<file path="src/rtl/tx_triple_sched_pkg.sv">
// Shared types and constants for the triple-redundant TX scheduler (and later the RX voter).
package tx_triple_pkg;

  typedef enum logic [2:0] {
    ST_IDLE     = 3'd0,
    ST_PREFETCH = 3'd1,
    ST_SEND     = 3'd2,
    ST_GAP      = 3'd3,
    ST_DONE     = 3'd4
  } state_t;

  localparam logic [1:0] ID_FIRST = 2'd1;
  localparam logic [1:0] ID_LAST  = 2'd3;

  localparam int ID_LSB  = 0;
  localparam int ID_MSB  = 3;
  localparam int SEQ_LSB = 4;
  localparam int SEQ_MSB = 7;

  function automatic logic [7:0] id_byte(input logic [3:0] seq, input logic [1:0] id);
    logic [7:0] b;
    b                  = '0;
    b[SEQ_MSB:SEQ_LSB] = seq;
    b[ID_MSB:ID_LSB]   = {2'b00, id};
    return b;
  endfunction

endpackage

</file>
<file path="src/rtl/tx_triple_sched_if.sv">
// Control, frame-buffer read port and MAC byte interface of the TX scheduler.
interface tx_triple_sched_if #(parameter int ADDR_W = 12);
  logic              start;
  logic [ADDR_W-1:0] frame_len;
  logic              busy;
  logic              done;
  logic              err;
  logic [ADDR_W-1:0] buf_addr;
  logic [7:0]        buf_data;
  logic              tx_en;
  logic [7:0]        txdata;
  logic [1:0]        cur_id;

  modport master (
    input  start, frame_len, buf_data,
    output busy, done, err, buf_addr, tx_en, txdata, cur_id
  );

  modport slave (
    output start, frame_len, buf_data,
    input  busy, done, err, buf_addr, tx_en, txdata, cur_id
  );
endinterface

</file>
<file path="src/rtl/tx_triple_sched_gap_timer.sv">
// Loadable down-counter that flags the last cycle of a GAP_CYCLES-long idle window.
module tx_gap_timer #(
  parameter int GAP_CYCLES = 12
) (
  input  logic clk,
  input  logic rst,
  input  logic i_load,
  output logic o_expired
);

  localparam int CNT_W = (GAP_CYCLES > 1) ? $clog2(GAP_CYCLES) : 1;

  logic [CNT_W-1:0] r_cnt;
  logic             r_active;

  always_ff @(posedge clk) begin
    if (rst) begin
      r_cnt    <= '0;
      r_active <= 1'b0;
    end else if (i_load) begin
      r_cnt    <= CNT_W'(GAP_CYCLES - 1);
      r_active <= 1'b1;
    end else if (r_active) begin
      if (r_cnt == '0) r_active <= 1'b0;
      else             r_cnt    <= r_cnt - CNT_W'(1);
    end
  end

  assign o_expired = r_active && (r_cnt == '0);

endmodule

</file>
<file path="src/rtl/tx_triple_sched.sv">
// Sends one buffered frame COPIES times with the copy ID patched in at WHEREISID.
// Optional build macro TX_SEQ_TAG_EN puts a 4-bit frame sequence tag in the ID byte's upper nibble.
module tx_triple_sched
  import tx_triple_pkg::*;
#(
  parameter int WHEREISID  = 22,
  parameter int COPIES     = 3,
  parameter int GAP_CYCLES = 12,
  parameter int ADDR_W     = 12
) (
  input  logic              clk,
  input  logic              rst,
  tx_triple_sched_if.master tx
);

  localparam logic [1:0] LAST_ID = (COPIES >= int'(ID_LAST)) ? ID_LAST : 2'(COPIES);

  state_t            r_state, w_state_nxt;
  logic [ADDR_W-1:0] r_len, r_buf_addr;
  logic [1:0]        r_cur_id;
  logic              r_busy, r_done, r_err;
  logic              r_vld_p1, r_isid_p1;
  logic              r_tx_en;
  logic [7:0]        r_txdata;
  logic              w_accept, w_reject, w_gap_load, w_next_copy, w_last_addr, w_expired;
  logic [3:0]        w_seq;

`ifdef TX_SEQ_TAG_EN
  logic [3:0] r_seq;
  always_ff @(posedge clk) begin
    if (rst)                          r_seq <= '0;
    else if (w_state_nxt == ST_DONE)  r_seq <= r_seq + 4'd1;
  end
  assign w_seq = r_seq;
`else
  assign w_seq = 4'd0;
`endif

  assign w_last_addr = (r_buf_addr == r_len - ADDR_W'(1));

  tx_gap_timer #(.GAP_CYCLES(GAP_CYCLES)) u_gap (
    .clk       (clk),
    .rst       (rst),
    .i_load    (w_gap_load),
    .o_expired (w_expired)
  );

  always_comb begin
    w_state_nxt = r_state;
    w_accept    = 1'b0;
    w_reject    = 1'b0;
    w_gap_load  = 1'b0;
    w_next_copy = 1'b0;
    case (r_state)
      ST_IDLE: begin
        if (tx.start) begin
          if (tx.frame_len > ADDR_W'(WHEREISID)) begin
            w_accept    = 1'b1;
            w_state_nxt = ST_PREFETCH;
          end else begin
            w_reject    = 1'b1;
          end
        end
      end
      ST_PREFETCH: w_state_nxt = ST_SEND;
      ST_SEND: begin
        if (w_last_addr) begin
          w_gap_load  = 1'b1;
          w_state_nxt = ST_GAP;
        end
      end
      ST_GAP: begin
        if (w_expired) begin
          if (r_cur_id < LAST_ID) begin
            w_next_copy = 1'b1;
            w_state_nxt = ST_PREFETCH;
          end else begin
            w_state_nxt = ST_DONE;
          end
        end
      end
      ST_DONE: w_state_nxt = ST_IDLE;
      default: w_state_nxt = ST_IDLE;
    endcase
  end

  always_ff @(posedge clk) begin
    if (rst) begin
      r_state    <= ST_IDLE;
      r_len      <= '0;
      r_buf_addr <= '0;
      r_cur_id   <= '0;
      r_busy     <= 1'b0;
      r_done     <= 1'b0;
      r_err      <= 1'b0;
      r_vld_p1   <= 1'b0;
      r_isid_p1  <= 1'b0;
      r_tx_en    <= 1'b0;
      r_txdata   <= '0;
    end else begin
      r_state <= w_state_nxt;
      r_err   <= w_reject;
      r_done  <= (w_state_nxt == ST_DONE);
      if (w_accept) begin
        r_len    <= tx.frame_len;
        r_cur_id <= ID_FIRST;
        r_busy   <= 1'b1;
      end else if (w_next_copy) begin
        r_cur_id <= r_cur_id + 2'd1;
      end else if (w_state_nxt == ST_DONE) begin
        r_busy   <= 1'b0;
        r_cur_id <= '0;
      end
      // Address stage: parks at 0 outside SEND so it never runs past len-1
      r_buf_addr <= (r_state == ST_SEND && !w_last_addr) ? r_buf_addr + ADDR_W'(1) : '0;
      // p1 stage: BRAM output now holds the byte addressed last cycle
      r_vld_p1  <= (r_state == ST_SEND);
      r_isid_p1 <= (r_state == ST_SEND) && (r_buf_addr == ADDR_W'(WHEREISID));
      // Output stage
      r_tx_en  <= r_vld_p1;
      r_txdata <= !r_vld_p1 ? 8'h00 : (r_isid_p1 ? id_byte(w_seq, r_cur_id) : tx.buf_data);
    end
  end

  assign tx.busy     = r_busy;
  assign tx.done     = r_done;
  assign tx.err      = r_err;
  assign tx.buf_addr = r_buf_addr;
  assign tx.tx_en    = r_tx_en;
  assign tx.txdata   = r_txdata;
  assign tx.cur_id   = r_cur_id;

endmodule

</file>
<file path="src/flat_wrapper.sv">
// flat-port wrapper written by rule: the top's interface ports become plain ports
module tx_triple_sched_flat import tx_triple_pkg::*;
#(
  parameter int WHEREISID  = 22,
  parameter int COPIES     = 3,
  parameter int GAP_CYCLES = 12,
  parameter int ADDR_W     = 12
)
  (clk, rst, tx_start, tx_frame_len, tx_buf_data, tx_busy, tx_done, tx_err, tx_buf_addr, tx_tx_en, tx_txdata, tx_cur_id);
  tx_triple_sched_if #(.ADDR_W(ADDR_W)) tx_i ();
  input  logic clk;
  input  logic rst;
  input wire logic [$bits(tx_i.start)-1:0] tx_start;
  input wire logic [$bits(tx_i.frame_len)-1:0] tx_frame_len;
  input wire logic [$bits(tx_i.buf_data)-1:0] tx_buf_data;
  output wire logic [$bits(tx_i.busy)-1:0] tx_busy;
  output wire logic [$bits(tx_i.done)-1:0] tx_done;
  output wire logic [$bits(tx_i.err)-1:0] tx_err;
  output wire logic [$bits(tx_i.buf_addr)-1:0] tx_buf_addr;
  output wire logic [$bits(tx_i.tx_en)-1:0] tx_tx_en;
  output wire logic [$bits(tx_i.txdata)-1:0] tx_txdata;
  output wire logic [$bits(tx_i.cur_id)-1:0] tx_cur_id;
  assign tx_i.start = tx_start;
  assign tx_i.frame_len = tx_frame_len;
  assign tx_i.buf_data = tx_buf_data;
  assign tx_busy = tx_i.busy;
  assign tx_done = tx_i.done;
  assign tx_err = tx_i.err;
  assign tx_buf_addr = tx_i.buf_addr;
  assign tx_tx_en = tx_i.tx_en;
  assign tx_txdata = tx_i.txdata;
  assign tx_cur_id = tx_i.cur_id;
  tx_triple_sched #(.WHEREISID(WHEREISID), .COPIES(COPIES), .GAP_CYCLES(GAP_CYCLES), .ADDR_W(ADDR_W)) u_core (.clk(clk), .rst(rst), .tx(tx_i));
endmodule
</file>
<file path="config.mk">
export PLATFORM = sky130hd
export DESIGN_NAME = tx_triple_sched_flat
export DESIGN_NICKNAME = d
export VERILOG_FILES = /design/src/rtl/tx_triple_sched_pkg.sv /design/src/rtl/tx_triple_sched_if.sv /design/src/rtl/tx_triple_sched_gap_timer.sv /design/src/rtl/tx_triple_sched.sv /design/src/flat_wrapper.sv
export SDC_FILE = /design/constraint.sdc
export NUM_CORES = 1
export LEC_CHECK = 0
export ABC_AREA = 1
export BUFFER_PORTS_ARGS = -buffer_cell sky130_fd_sc_hd__buf_4
export CORE_UTILIZATION = 30
export DETAILED_ROUTE_END_ITERATION = 10
export SLEW_MARGIN = 40
export SYNTH_ARGS = -nofsm -noshare
export SYNTH_HDL_FRONTEND = slang
export SYNTH_SLANG_ARGS = --single-unit
</file>
<file path="constraint.sdc">
create_clock -name clk -period 4.96 [get_ports clk]
set_input_delay 0.496 -clock clk [delete_from_list [all_inputs] [get_ports clk]]
set_output_delay 0.496 -clock clk [all_outputs]
set_load 0.01 [all_outputs]
</file>
Yosys cells after proc, flatten, opt, wreduce, memory -nomap -nowiden

Index checks and enable logic that the tools add are counted.

Register bits after elaboration: 48
Input bits: 23
Logic and storage cells: 82

Add/subtract/negate cells: 4
Magnitude comparators: 2
Eq/ne operators: 8
Mux-type cells: 28
Bitwise logic cells: 5
Reduce and logical (&&, ||, !) cells: 19

Operators with widths:

| cell                                                 | count |
|---|---|
| 2-to-1 mux 1 bit                                     | 16 |
| 2-to-1 mux 3 bit                                     | 5 |
| adder 12 x 1 -> 12 bit (second input constant)       | 1 |
| == test 12 bit                                       | 1 |
| == test 12 x 5 -> 1 bit (second input constant)      | 1 |
| > comparator 12 x 5 -> 1 bit (second input constant) | 1 |
| 2-to-1 mux 4 bit                                     | 3 |
| one-hot mux 3 bit (4 select lines)                   | 1 |
| subtractor 12 x 1 -> 12 bit (second input constant)  | 1 |
| OR reduction 2 bit                                   | 4 |
| == test 3 x 2 -> 1 bit (second input constant)       | 2 |
| 2-to-1 mux 2 bit                                     | 3 |
| AND reduction 2 bit                                  | 3 |
| nonzero test 2 bit                                   | 3 |
| OR reduction 3 bit                                   | 2 |
| NOT 1 bit                                            | 5 |
| zero test 4 bit                                      | 1 |
| subtractor 4 x 1 -> 4 bit (second input constant)    | 1 |
| == test 3 x 1 -> 1 bit (second input constant)       | 1 |
| == test 3 bit (second input constant)                | 1 |
| logical AND 1 bit                                    | 3 |
| zero test 3 bit                                      | 1 |
| nonzero test 3 bit                                   | 1 |
| adder 2 x 1 -> 2 bit (second input constant)         | 1 |
| 4 further kinds                                      | 4 |

Depth between registers and ports, before layout

Gate-level depths: netlist of the first run.

Depth in word-level cells: 8
Depth in mapped cells: 14

Hierarchy

From an unflattened synthesis of the first run, not the netlist that was laid out.

Cells, all modules: 338
Area, all modules: 2396.0 um^2

By module, submodules not included:

| module          | times used | cells an instance | area each (um^2) |
|---|---|---|---|
| tx_triple_sched | 1          | 300               | 2092.0 |
| tx_gap_timer    | 1          | 38                | 304.0 |

Worst setup path after synthesis of the first run

Ideal clock, no wire load.

Path kind: reg-to-reg
Start point: register u_core.r_len[0]
End point: register u_core.r_buf_addr[10], in the netlist u_core.tx.buf_addr[10]
Library setup time: 116 ps
Arrival time: 1536 ps
Required time: 4844 ps
Slack: 3308 ps
Cell stages (with the launch flop): 12
Path buffers: 1
Period minus slack after synthesis: 1652 ps
Cell sequence: dfxtp_1 inv_2 ha_1 nand3_2 nor2_4 xor2_1 nand3_1 nor2_1 nand3_2 nand2_2 buf_6 nor2_1

Word-level cells in the longest chain between the ends: 6

Ends and longest elaborated chain:

| item                                | line                   | RTL |
|---|---|---|
| from (decl)                         | tx_triple_sched.sv:19  | `logic [ADDR_W-1:0] r_len, r_buf_addr;` |
| from (signal assigned)              | tx_triple_sched.sv:105 | `r_len <= tx.frame_len;` |
| subtractor 12 x 1 -> 12 bit         | tx_triple_sched.sv:39  | `assign w_last_addr = (r_buf_addr == r_len - ADDR_W'(1));` |
| == test 12 bit                      | tx_triple_sched.sv:39  |  |
| zero test 1 bit                     | tx_triple_sched.sv:115 | `r_buf_addr <= (r_state == ST_SEND && !w_last_addr) ? r_buf_addr + ADDR_W'(1) : '0;` |
| logical AND 1 bit                   | tx_triple_sched.sv:115 |  |
| NOT 1 bit (no source line)          | -                      |  |
| OR reduction 2 bit (no source line) | -                      |  |
| to (signal assigned)                | tx_triple_sched.sv:115 |  |
| to (decl)                           | tx_triple_sched.sv:19  |  |

Every way passes these cells.
A chain may end at the register's enable or synchronous reset.

Worst setup path after layout of the first run

Start point: input port tx_frame_len[2]
End point: register u_core.r_state[0]

Word-level cells in the longest chain between the ends: 4

Ends and longest elaborated chain:

| item                               | line                   | RTL |
|---|---|---|
| from (decl)                        | flat_wrapper.sv:14     | `input wire logic [$bits(tx_i.frame_len)-1:0] tx_frame_len;` |
| > comparator 12 x 5 -> 1 bit       | tx_triple_sched.sv:57  | `if (tx.frame_len > ADDR_W'(WHEREISID)) begin` |
| 2-to-1 mux 3 bit                   | tx_triple_sched.sv:57  |  |
| 2-to-1 mux 3 bit                   | tx_triple_sched.sv:56  | `if (tx.start) begin` |
| one-hot mux 3 bit (4 select lines) | tx_triple_sched.sv:54  | `case (r_state)` |
| to (signal assigned)               | tx_triple_sched.sv:101 | `r_state <= w_state_nxt;` |
| to (decl)                          | tx_triple_sched.sv:18  | `state_t r_state, w_state_nxt;` |

Every way passes these cells.

==> impl_metrics.json, run 1 <==
{
  "vdd.ir_drop.worst_mv": 0.1091,
  "die_area_mm2": 0.008169,
  "num_antenna_cells": 0,
  "multiInputGateArea_mm2": 0.001175,
  "routed_via_density": 4.355,
  "worst-endpoint-required_ns": 5.15,
  "cts.repair_timing.setup_buffer_count": 0,
  "worst_clock_skew_ns": 0.007088,
  "design.final.nets": 408,
  "power_density_over_the_cells_mw_per_mm2": 305.1,
  "seq_power_share": 0.463,
  "grt_antenna_before_repair": 0,
  "post-synth-top-count-cell": "sky130_fd_sc_hd__nand2_1",
  "clk_transition_reported_paths_ns": 0.09,
  "timing.slew.headroom": 0.6023,
  "cts-htree-levels": 2,
  "cts_hold_buf": 0,
  "postSynthRegisterBits": 48,
  "drt_wl_total_um": 5270,
  "grt_overflow_total": 0,
  "timing.max_cap.violations": 0,
  "max_freq_mhz": 475.2,
  "fin_util": 0.3954,
  "number_of_max_slew_violations_in_the_final_report": 0,
  "number_of_global_route_vias_before_repair": 1894,
  "ys_warn_count": 0,
  "final.period_utilization": 0.4242,
  "chipHeight_um": 90.39,
  "fin_total_pwr_mw": 0.8936,
  "clock_insertion_delay_worst_skew_ns": 0.30,
  "netlist.area_leader.share": 0.4100,
  "syn_nets": 358,
  "finish.cell_count_without_fillers": 479,
  "clock-root-buffer": "sky130_fd_sc_hd__clkbuf_8",
  "synth_edf_count": 0,
  "route.detailed.drc": 0,
  "path_class": "input port to register",
  "die_w_um": 90.39,
  "synthDistinctLibCells": 27,
  "path_max_fanout": 22,
  "power.net_switching_mw": 0.2369,
  "place_hpwl_um": 4162,
  "routabilityCongestion": 0.8196,
  "netlist_top_cells_area": "sky130_fd_sc_hd__dfxtp_1 (41%), sky130_fd_sc_hd__nand2_1 (9.8%), sky130_fd_sc_hd__nor2_1 (9.1%)",
  "cellLeakagePower_nw": 1.334,
  "netlist_area_mm2": 0.002343,
  "final_setup_slack_of_the_worst_path_ns": 2.856,
  "setup-tns-final_ns": 0,
  "post-place-ws_ns": 2.586,
  "drive_gt1_frac": 0.1789,
  "grt_max_degree": 23,
  "layout.area.seq_um2": 960.9,
  "comb_power_share": 0.170,
  "setup_viol": 0,
  "core_region_area_mm2": 0.007408,
  "run_status": "finished, final reports clean",
  "setup_repair_after_global_routing_missed_its_margin": "no",
  "crit_arrival_ns": 2.29,
  "route.vias.total": 2086,
  "drt_pass1_iterations": 4,
  "netSwitchingFraction": 0.2651,
  "dpl.cell_count": 472,
  "power.clock.fraction": 0.367,
  "async_flop_share": 0,
  "synthDominantAreaCellType": "sky130_fd_sc_hd__dfxtp_1",
  "drtIter0Drc": 82,
  "num_io_pins": 49,
  "floorplan.initialDensity": 0.3163,
  "placementRows": 31,
  "worstSetupStartpointType": "input port",
  "critPathCaptureType": "register",
  "grt_pass1_wl_um": 8714,
  "hold_viol_final": 0,
  "syn_area_per_cell_um2": 7.102,
  "grt_use_total": 0.1328,
  "numClockSinks": 48,
  "synthCells": 330,
  "cts_inserted_buffers": 5,
  "cts.repair.resized": 0,
  "netlist_top_cells_count": "sky130_fd_sc_hd__nand2_1 (61), sky130_fd_sc_hd__nor2_1 (57), sky130_fd_sc_hd__dfxtp_1 (48)",
  "ant_nets": 0,
  "min_period_ns": 2.104,
  "io_buffer_count": 48,
  "worst_hold_slack_ns": 0.4057,
  "intPower_mw": 0.6568,
  "placedInstanceArea_mm2": 0.002800,
  "final_cell_area_mm2": 0.002929,
  "avgRoutedWirePerCell_um": 11.00,
  "worst_pin_slew_ns": 0.5952,
  "layout.filler_cells": 771,
  "cts_tree": "yes",
  "min_path_type": "input port to register",
  "dominant_synthesized_flop_cell": "sky130_fd_sc_hd__dfxtp_1",
  "synth_seq_area_share": 0.4100,
  "area_growth_pct": 24.99,
  "cts_max_path_buffers": 2
}
## sequential cells by signal, summed over array words and instances, names as in the netlist
signal	cells
u_core.u_gap.r_cnt	4
u_core.r_vld_p1	1
u_core.u_gap.r_active	1
u_core.tx.err	1
u_core.tx.buf_addr	12
u_core.tx.tx_en	1
u_core.r_isid_p1	1
u_core.tx.txdata	8
u_core.tx.busy	1
u_core.r_state	3
u_core.tx.done	1
u_core.tx.cur_id	2
u_core.r_len	12
## power groups by stage
stage          Combinational [mW]  Sequential, mW  Clock [mW]
6_report                    0.152           0.414       0.328
5_1_grt                     0.175           0.416       0.351
4_1_cts                     0.153           0.414       0.337
3_5_place_dp                0.152           0.423           0
3_3_place_gp                0.150           0.423           0
2_1_floorplan               0.110           0.420           0
## cells by family (layout without fill, tap and decap cells)
family / count (synthesis) / in the layout / share of synthesized area
buffers and inverters: 53 / 103 / 0.08862
adder cells (fa/ha/maj): 5 / 5 / 0.02670
AO/OA/AOI/OAI: 39 / 39 / 0.08756
flip-flops: 48 / 48 / 0.4100
AND/OR/NAND/NOR: 165 / 165 / 0.3123
XOR/XNOR: 20 / 20 / 0.07475
## worst paths after layout
check	from	endpoint	slack (ns)	depth (start not counted)
worst min register to register	u_core.r_len[9]	u_core.r_len[9]	0.48	2
worst max-delay path	tx_frame_len[2]	u_core.r_state[0]	2.86	8
worst max register to register	u_core.r_len[0]	u_core.tx.buf_addr[9]	3.03	12
worst min-delay path	tx_buf_data[6]	u_core.tx.txdata[6]	0.41	3
## cells in the final DEF (no fill, tap or decap), drive strengths merged
| master | synthesis | routed |
|---|---|---|
| a211oi | 1 | 1 |
| a21oi | 19 | 19 |
| and3 | 1 | 1 |
| buf | 2 | 48 |
| bufinv | 0 | 2 |
| clkbuf | 3 | 5 |
| dfxtp | 48 | 48 |
| ha | 5 | 5 |
| inv | 48 | 48 |
| nand2 | 64 | 64 |
| nand3 | 19 | 19 |
| nand3b | 1 | 1 |
| nand4 | 3 | 3 |
| nor2 | 61 | 61 |
| nor2b | 1 | 1 |
| nor3 | 7 | 7 |
| nor4 | 8 | 8 |
| o21ai | 19 | 19 |
| xnor2 | 7 | 7 |
| xor2 | 13 | 13 |
## cell type report
| type | count | share of cell area |
|---|---|---|
| Clock buffer | 5 | 0.02349 |
| Clock inverter | 2 | 0.02050 |
| Inverter | 48 | 0.06151 |
| Multi-Input combinational cell | 229 | 0.4011 |
| Sequential cell | 48 | 0.3281 |
| Tap cell | 99 | 0.04229 |
| Timing Repair Buffer | 48 | 0.1230 |
## layer usage
metal	wire length (um)	part of all wire	global-route usage
met2	2372	0.45	0.2061
met3	248	0.047	0.03114
met1	2576	0.49	0.1785
met5	0	0	0
met4	73	0.014	0.04839
## critical path: stages
cell and delay (ns):
sky130_fd_sc_hd__buf_4 0.11, sky130_fd_sc_hd__and3_1 0.16, sky130_fd_sc_hd__o21ai_0 0.35, sky130_fd_sc_hd__nand3_1 0.17, sky130_fd_sc_hd__nand2_1 0.49, sky130_fd_sc_hd__inv_1 0.26, sky130_fd_sc_hd__a21oi_1 0.17, sky130_fd_sc_hd__a21oi_1 0.08
(Power assumes the default switching activity.)
==> run 2, diff against run 1 <==
clock period = 1.69 ns   (was 4.96 ns; I/O delays follow)
==> impl_metrics.json, run 2 (same netlist as run 1, synthesis figures left out) <==
{
  "floorplan.initialDensity": 0.3163,
  "path_max_fanout": 6,
  "worst-path-buf-inv": 2,
  "crit_arrival_ns": 1.88,
  "clock-root-buffer": "sky130_fd_sc_hd__clkbuf_8",
  "fin_util": 0.4334,
  "num_antenna_cells": 0,
  "setup_repair_after_global_routing_missed_its_margin": "yes",
  "setup-tns-final_ns": 0,
  "worst_pin_slew_ns": 0.4871,
  "grt_overflow_total": 0,
  "final_setup_slack_of_the_worst_path_ns": 0.01027,
  "multiInputGateArea_mm2": 0.001341,
  "crit_path_max_delay_family": "simple AND/OR/NAND/NOR gates",
  "clk_transition_reported_paths_ns": 0.09,
  "post-place-ws_ns": -0.05398,
  "crit_top_cell": "sky130_fd_sc_hd__nand2_1",
  "grt_max_degree": 17,
  "grt_pass1_wl_um": 9149,
  "path_class": "register to register",
  "grt_antenna_before_repair": 0,
  "area_growth_pct": 37.00,
  "layout.area.seq_um2": 965.9,
  "final_common_cell": "sky130_fd_sc_hd__buf_4",
  "cts_tree": "yes",
  "chipHeight_um": 90.39,
  "cp_cell_sequence": "buf_4 -> nor2_4 -> buf_4 -> nand3_1 -> nand2_1 -> nand2_1 -> nand2_1 -> nand2_1 -> nor2_2 -> nand3_4 -> nand2_4 -> nor2_1",
  "number_of_global_route_vias_before_repair": 2076,
  "number_of_max_slew_violations_in_the_final_report": 0,
  "critPathCaptureType": "register",
  "cts_inserted_buffers": 5,
  "placementRows": 31,
  "hold_viol_final": 0,
  "numClockSinks": 48,
  "layout.filler_cells": 734,
  "route.vias.total": 2243,
  "cpMaxStageDelayCell": "sky130_fd_sc_hd__dfxtp_2",
  "finish.cell_count_without_fillers": 497,
  "timing.max_cap.violations": 0,
  "num_io_pins": 49,
  "dpl.cell_count": 487,
  "drt_wl_total_um": 5662,
  "worstSetupStartpointType": "register",
  "cellLeakagePower_nw": 1.421,
  "drive_gt1_frac": 0.2990,
  "worst_clock_skew_ns": 0.005912,
  "final.period_utilization": 0.9939,
  "cts-htree-levels": 2,
  "core_region_area_mm2": 0.007408,
  "min_path_type": "input port to register",
  "critical-path-max-stage-delay_ns": 0.33,
  "max_freq_mhz": 595.3,
  "cts_max_path_buffers": 2,
  "io_buffer_count": 48,
  "vdd.ir_drop.worst_mv": 0.3434,
  "grt_use_total": 0.1375,
  "routed_via_density": 4.513,
  "run_status": "finished, final reports clean",
  "place_hpwl_um": 4196,
  "power_density_over_the_cells_mw_per_mm2": 830.9,
  "drt_pass1_iterations": 4,
  "final_cell_mix": "sky130_fd_sc_hd__buf_4 (63), sky130_fd_sc_hd__nand2_1 (58), sky130_fd_sc_hd__inv_1 (45), sky130_fd_sc_hd__nor2_1 (45), sky130_fd_sc_hd__dfxtp_1 (44)",
  "setup_viol": 0,
  "worst-endpoint-required_ns": 1.89,
  "die_area_mm2": 0.008169,
  "die_w_um": 90.39,
  "design.final.nets": 425,
  "drtIter0Drc": 102,
  "avgRoutedWirePerCell_um": 11.39,
  "timing.slew.headroom": 0.6728,
  "clock_insertion_delay_worst_skew_ns": 0.31,
  "min_period_ns": 1.680,
  "routabilityCongestion": 0.8452,
  "ant_nets": 0,
  "route.detailed.drc": 0
}
run 2: cell types whose count changed in the layout (fill, tap and decap cells not counted), sizes merged:
cell and change:
buf +16, bufinv -1, clkinvlp +1, inv +1, nand2 +1
run 2: stage by stage:
step | area (um2) | hold WS [ns] | total power, mW
final | 3211 | 0.07233 | 2.668
after global routing | 3211 | 0.06936 | 2.803
after CTS | 3094 | 0.06623 | 2.615
after detailed placement | 2913 | 0.3910 | 1.720
after global placement | 2913 | 0.3875 | 1.716
after floorplan | 2344 | 0.2445 | 1.557
run 2: worst paths after layout:
check | from | endpoint | slack [ns] | cells after the start
max | u_core.r_len[1] | u_core.tx.buf_addr[11] | 0.01 | 12
min | tx_buf_data[6] | u_core.tx.txdata[6] | 0.07 | 3
max reg2reg | u_core.r_len[1] | u_core.tx.buf_addr[11] | 0.01 | 12
min reg2reg | u_core.tx.busy | u_core.tx.busy | 0.48 | 2
run 2: cell type report:
cell class | count | share of cell area
clock buffer | 5 | 0.02143
sequential | 48 | 0.3009
timing repair buffer | 64 | 0.1508
clock inverter | 3 | 0.01442
multi-input combinational | 230 | 0.4178
tap | 99 | 0.03858
inverter | 48 | 0.05612
run 2: metal layers:
layer | share of wire | track usage | up-vias
met5 | 0 | 0 | -
met4 | 0.016 | 0.05108 | 0
met3 | 0.048 | 0.02609 | 8
met2 | 0.46 | 0.2335 | 57
met1 | 0.47 | 0.1720 | 1002
li1 | - | - | 1176
run 2: worst reg2reg max path: stages, from the launching register on:
cell and delay [ns]:
sky130_fd_sc_hd__dfxtp_2 0.33, sky130_fd_sc_hd__buf_4 0.13, sky130_fd_sc_hd__nor2_4 0.12, sky130_fd_sc_hd__buf_4 0.15, sky130_fd_sc_hd__nand3_1 0.07, sky130_fd_sc_hd__nand2_1 0.10
sky130_fd_sc_hd__nand2_1 0.06, sky130_fd_sc_hd__nand2_1 0.08, sky130_fd_sc_hd__nand2_1 0.07, sky130_fd_sc_hd__nor2_2 0.15, sky130_fd_sc_hd__nand3_4 0.13, sky130_fd_sc_hd__nand2_4 0.13
sky130_fd_sc_hd__nor2_1 0.05
run 2: what timing repair did:
item / in CTS / in global routing
cloned: 1 / 0
pin swaps: 7 / 18
gates resized for setup: 14 / 31
endpoints found under the setup margin: 15 / 19
hold buffers: 0 / 0
setup buffers: 1 / 0
run 2: where the power goes:
| part | switching, mW | internal, mW |
|---|---|---|
| registers | 0.0389 | 1.18 |
| clock network | 0.411 | 0.446 |
| logic | 0.356 | 0.241 |
| total | 0.806 | 1.86 |
==> run 3, diff against run 2 <==
SYNTH_HIERARCHICAL = 1   (was default)
==> impl_metrics.json, run 3 <==
{
  "setup_viol": 5,
  "synth_seq_area_share": 0.4010,
  "place_hpwl_um": 4496,
  "placementRows": 32,
  "setup_repair_after_global_routing_missed_its_margin": "yes",
  "netlist_top_cells_area": "sky130_fd_sc_hd__dfxtp_1 (40%), sky130_fd_sc_hd__nand2_1 (11%), sky130_fd_sc_hd__inv_1 (7.5%)",
  "synthCells": 338,
  "crit_path_max_delay_family": "simple AND/OR/NAND/NOR gates",
  "clock-root-buffer": "sky130_fd_sc_hd__clkbuf_8",
  "io_buffer_count": 48,
  "final.period_utilization": 1.016,
  "grt_use_total": 0.1455,
  "min_period_ns": 1.717,
  "synth_edf_count": 0,
  "drtIter0Drc": 48,
  "timing.slew.headroom": 0.7455,
  "final_cell_area_mm2": 0.003193,
  "drt_pass1_iterations": 4,
  "core_region_area_mm2": 0.007727,
  "ys_warn_count": 6,
  "power_density_over_the_cells_mw_per_mm2": 753.5,
  "cpMaxStageDelayCell": "sky130_fd_sc_hd__dfxtp_2",
  "netlist.area_leader.share": 0.4010,
  "worst-path-buf-inv": 4,
  "avgRoutedWirePerCell_um": 11.34,
  "cts_inserted_buffers": 5,
  "fin_util": 0.4132,
  "worst-endpoint-required_ns": 1.89,
  "cts-htree-levels": 2,
  "worst_clock_skew_ns": 0.002715,
  "route.vias.total": 2301,
  "dominant_synthesized_flop_cell": "sky130_fd_sc_hd__dfxtp_1",
  "grt_overflow_total": 0,
  "timing.reg2reg.worst_path_depth": 15,
  "final_common_cell": "sky130_fd_sc_hd__nand2_1",
  "top_layer": "met4",
  "wl_met2_um": 2830,
  "die_area_mm2": 0.008348,
  "worst_r2r_startpoint": "u_core/r_len[0]",
  "worstSetupStartpointType": "register",
  "cts_hold_buf": 0,
  "min-delay-start": "tx_buf_data[4]",
  "final_cell_mix": "sky130_fd_sc_hd__nand2_1 (70), sky130_fd_sc_hd__buf_4 (67), sky130_fd_sc_hd__inv_1 (45), sky130_fd_sc_hd__dfxtp_1 (45), sky130_fd_sc_hd__nor2_1 (35)",
  "violations": "negative setup slack",
  "setup-tns-final_ns": -0.08007,
  "finish.cell_count_without_fillers": 510,
  "critPathCaptureType": "register",
  "clock_insertion_delay_worst_skew_ns": 0.31,
  "floorplan.initialDensity": 0.3101,
  "placedInstanceArea_mm2": 0.002990,
  "vdd.ir_drop.worst_mv": 0.3404,
  "path_max_fanout": 5,
  "routed-wl-met3_um": 215,
  "area_growth_pct": 33.26,
  "cts_tree": "yes",
  "r2r_setup_slack_ns": -0.03,
  "design.final.nets": 436,
  "worst_pin_slew_ns": 0.3782,
  "dpl.cell_count": 501,
  "cts.repair_timing.setup_buffer_count": 0,
  "async_flop_share": 0,
  "wl_met1_um": 2546,
  "timing.max_cap.violations": 0,
  "post-synth-top-count-cell": "sky130_fd_sc_hd__nand2_1",
  "grt_antenna_before_repair": 0,
  "layout.filler_cells": 827,
  "number_of_max_slew_violations_in_the_final_report": 0,
  "regToRegEndpoint": "u_core/u_gap/r_cnt[2]",
  "run_status": "complete, but fails checks",
  "route.detailed.drc": 0,
  "num_io_pins": 49,
  "num_antenna_cells": 0,
  "crit_arrival_ns": 1.92,
  "hold-path-endpoint": "u_core/tx.txdata[4]",
  "die_w_um": 91.37,
  "critical-path-max-stage-delay_ns": 0.35,
  "grt_max_degree": 22,
  "cp_cell_sequence": "inv_2 -> ha_4 -> inv_2 -> nand2_1 -> nand2_1 -> nor2_1 -> nand2_1 -> nor2_1 -> nand3_1 -> nor2_2 -> nand4_1 -> inv_1 -> inv_2 -> o21ai_2 -> nor4_2",
  "path_class": "register to register",
  "grt_pass1_wl_um": 9735,
  "routed_via_density": 4.512,
  "numClockSinks": 48,
  "cellLeakagePower_nw": 1.459,
  "worst_hold_slack_ns": 0.07251,
  "clk_transition_reported_paths_ns": 0.09,
  "synthDistinctLibCells": 30,
  "routabilityCongestion": 0.8120,
  "ant_nets": 0,
  "number_of_global_route_vias_before_repair": 2283,
  "netlist_top_cells_count": "sky130_fd_sc_hd__nand2_1 (71), sky130_fd_sc_hd__dfxtp_1 (48), sky130_fd_sc_hd__inv_1 (48)",
  "syn_area_per_cell_um2": 7.089,
  "drt_wl_total_um": 5783,
  "chipHeight_um": 91.37,
  "final_setup_slack_of_the_worst_path_ns": -0.02730,
  "max_freq_mhz": 582.3,
  "netlist_area_mm2": 0.002396,
  "hold_viol_final": 0,
  "drive_gt1_frac": 0.2941,
  "synthDominantAreaCellType": "sky130_fd_sc_hd__dfxtp_1",
  "postSynthRegisterBits": 48,
  "min_path_type": "input port to register",
  "syn_nets": 367,
  "cts_max_path_buffers": 2,
  "timing.hold.worst_path_depth": 3
}
run 3: metrics by stage:
step | power (mW) | setup WS, ns
2_1_floorplan | 1.518 | 0.007035
6_report | 2.406 | -0.02730
3_3_place_gp | 1.659 | -0.08383
4_1_cts | 2.424 | -0.01877
3_5_place_dp | 1.667 | -0.1650
5_1_grt | 2.567 | -0.1926
run 3: kinds of logic after synthesis:
logic type / share of synthesized area
simple gates: 0.3394
buf+inv: 0.09556
fa+ha+maj: 0.03133
flops: 0.4010
xor+xnor: 0.04387
compound gates: 0.08878
run 3: repair_timing:
action | in CTS | in global routing
pin swaps | 8 | 1
cloned | 0 | 1
resized for setup | 13 | 17
endpoints found under the hold margin | 0 | 0
endpoints found under the setup margin | 18 | 19
run 3: where the power goes:
group	internal (mW)	leakage [nW]	switching, mW	total [mW]
combinational	0.192	1.02	0.266	0.458
clock	0.332	0.0434	0.401	0.732
sequential	1.17	0.392	0.0418	1.22
run 3: final cells by class:
type                       instances  area, um2  area share
multi-input combinational        234       1309      0.4099
sequential                        48      964.7      0.3021
timing repair buffer              67      503.0      0.1575
inverter                          51      191.4     0.05995
tap                              102      127.6     0.03997
clock buffer                       6      82.58     0.02586
clock inverter                     2      15.01    0.004702
run 3: metal layers:
layer  track usage  vias up
met1        0.1643     1021
met4       0.07672        0
met2        0.2582       49
met3       0.02764       18
li1              -     1213
met5             0        -
run 3: worst max-delay path by stage:
stage | start | to | slack (ns) | depth (start not counted)
global placement | u_core/r_len[1] | u_core/u_gap/r_cnt[2] | -0.08 | 15
global route | u_core/r_len[0] | u_core/u_gap/r_cnt[0] | -0.19 | 14
floorplan | u_core/r_len[0] | u_core/u_gap/r_cnt[2] | 0.007 | 15
finish | u_core/r_len[0] | u_core/u_gap/r_cnt[2] | -0.03 | 15
CTS | u_core/r_len[0] | u_core/u_gap/r_cnt[2] | -0.02 | 15
detailed placement | u_core/r_len[1] | u_core/u_gap/r_cnt[2] | -0.16 | 14
run 3: worst reg2reg max path: stages (launching register included):
cell                      delay [ns]
sky130_fd_sc_hd__dfxtp_2        0.35
sky130_fd_sc_hd__inv_2          0.05
sky130_fd_sc_hd__ha_4           0.26
sky130_fd_sc_hd__inv_2          0.03
sky130_fd_sc_hd__nand2_1        0.04
sky130_fd_sc_hd__nand2_1        0.04
sky130_fd_sc_hd__nor2_1         0.10
sky130_fd_sc_hd__nand2_1        0.06
sky130_fd_sc_hd__nor2_1         0.08
sky130_fd_sc_hd__nand3_1        0.09
sky130_fd_sc_hd__nor2_2         0.14
sky130_fd_sc_hd__nand4_1        0.13
sky130_fd_sc_hd__inv_1          0.09
sky130_fd_sc_hd__inv_2          0.06
sky130_fd_sc_hd__o21ai_2        0.06
sky130_fd_sc_hd__nor4_2         0.05
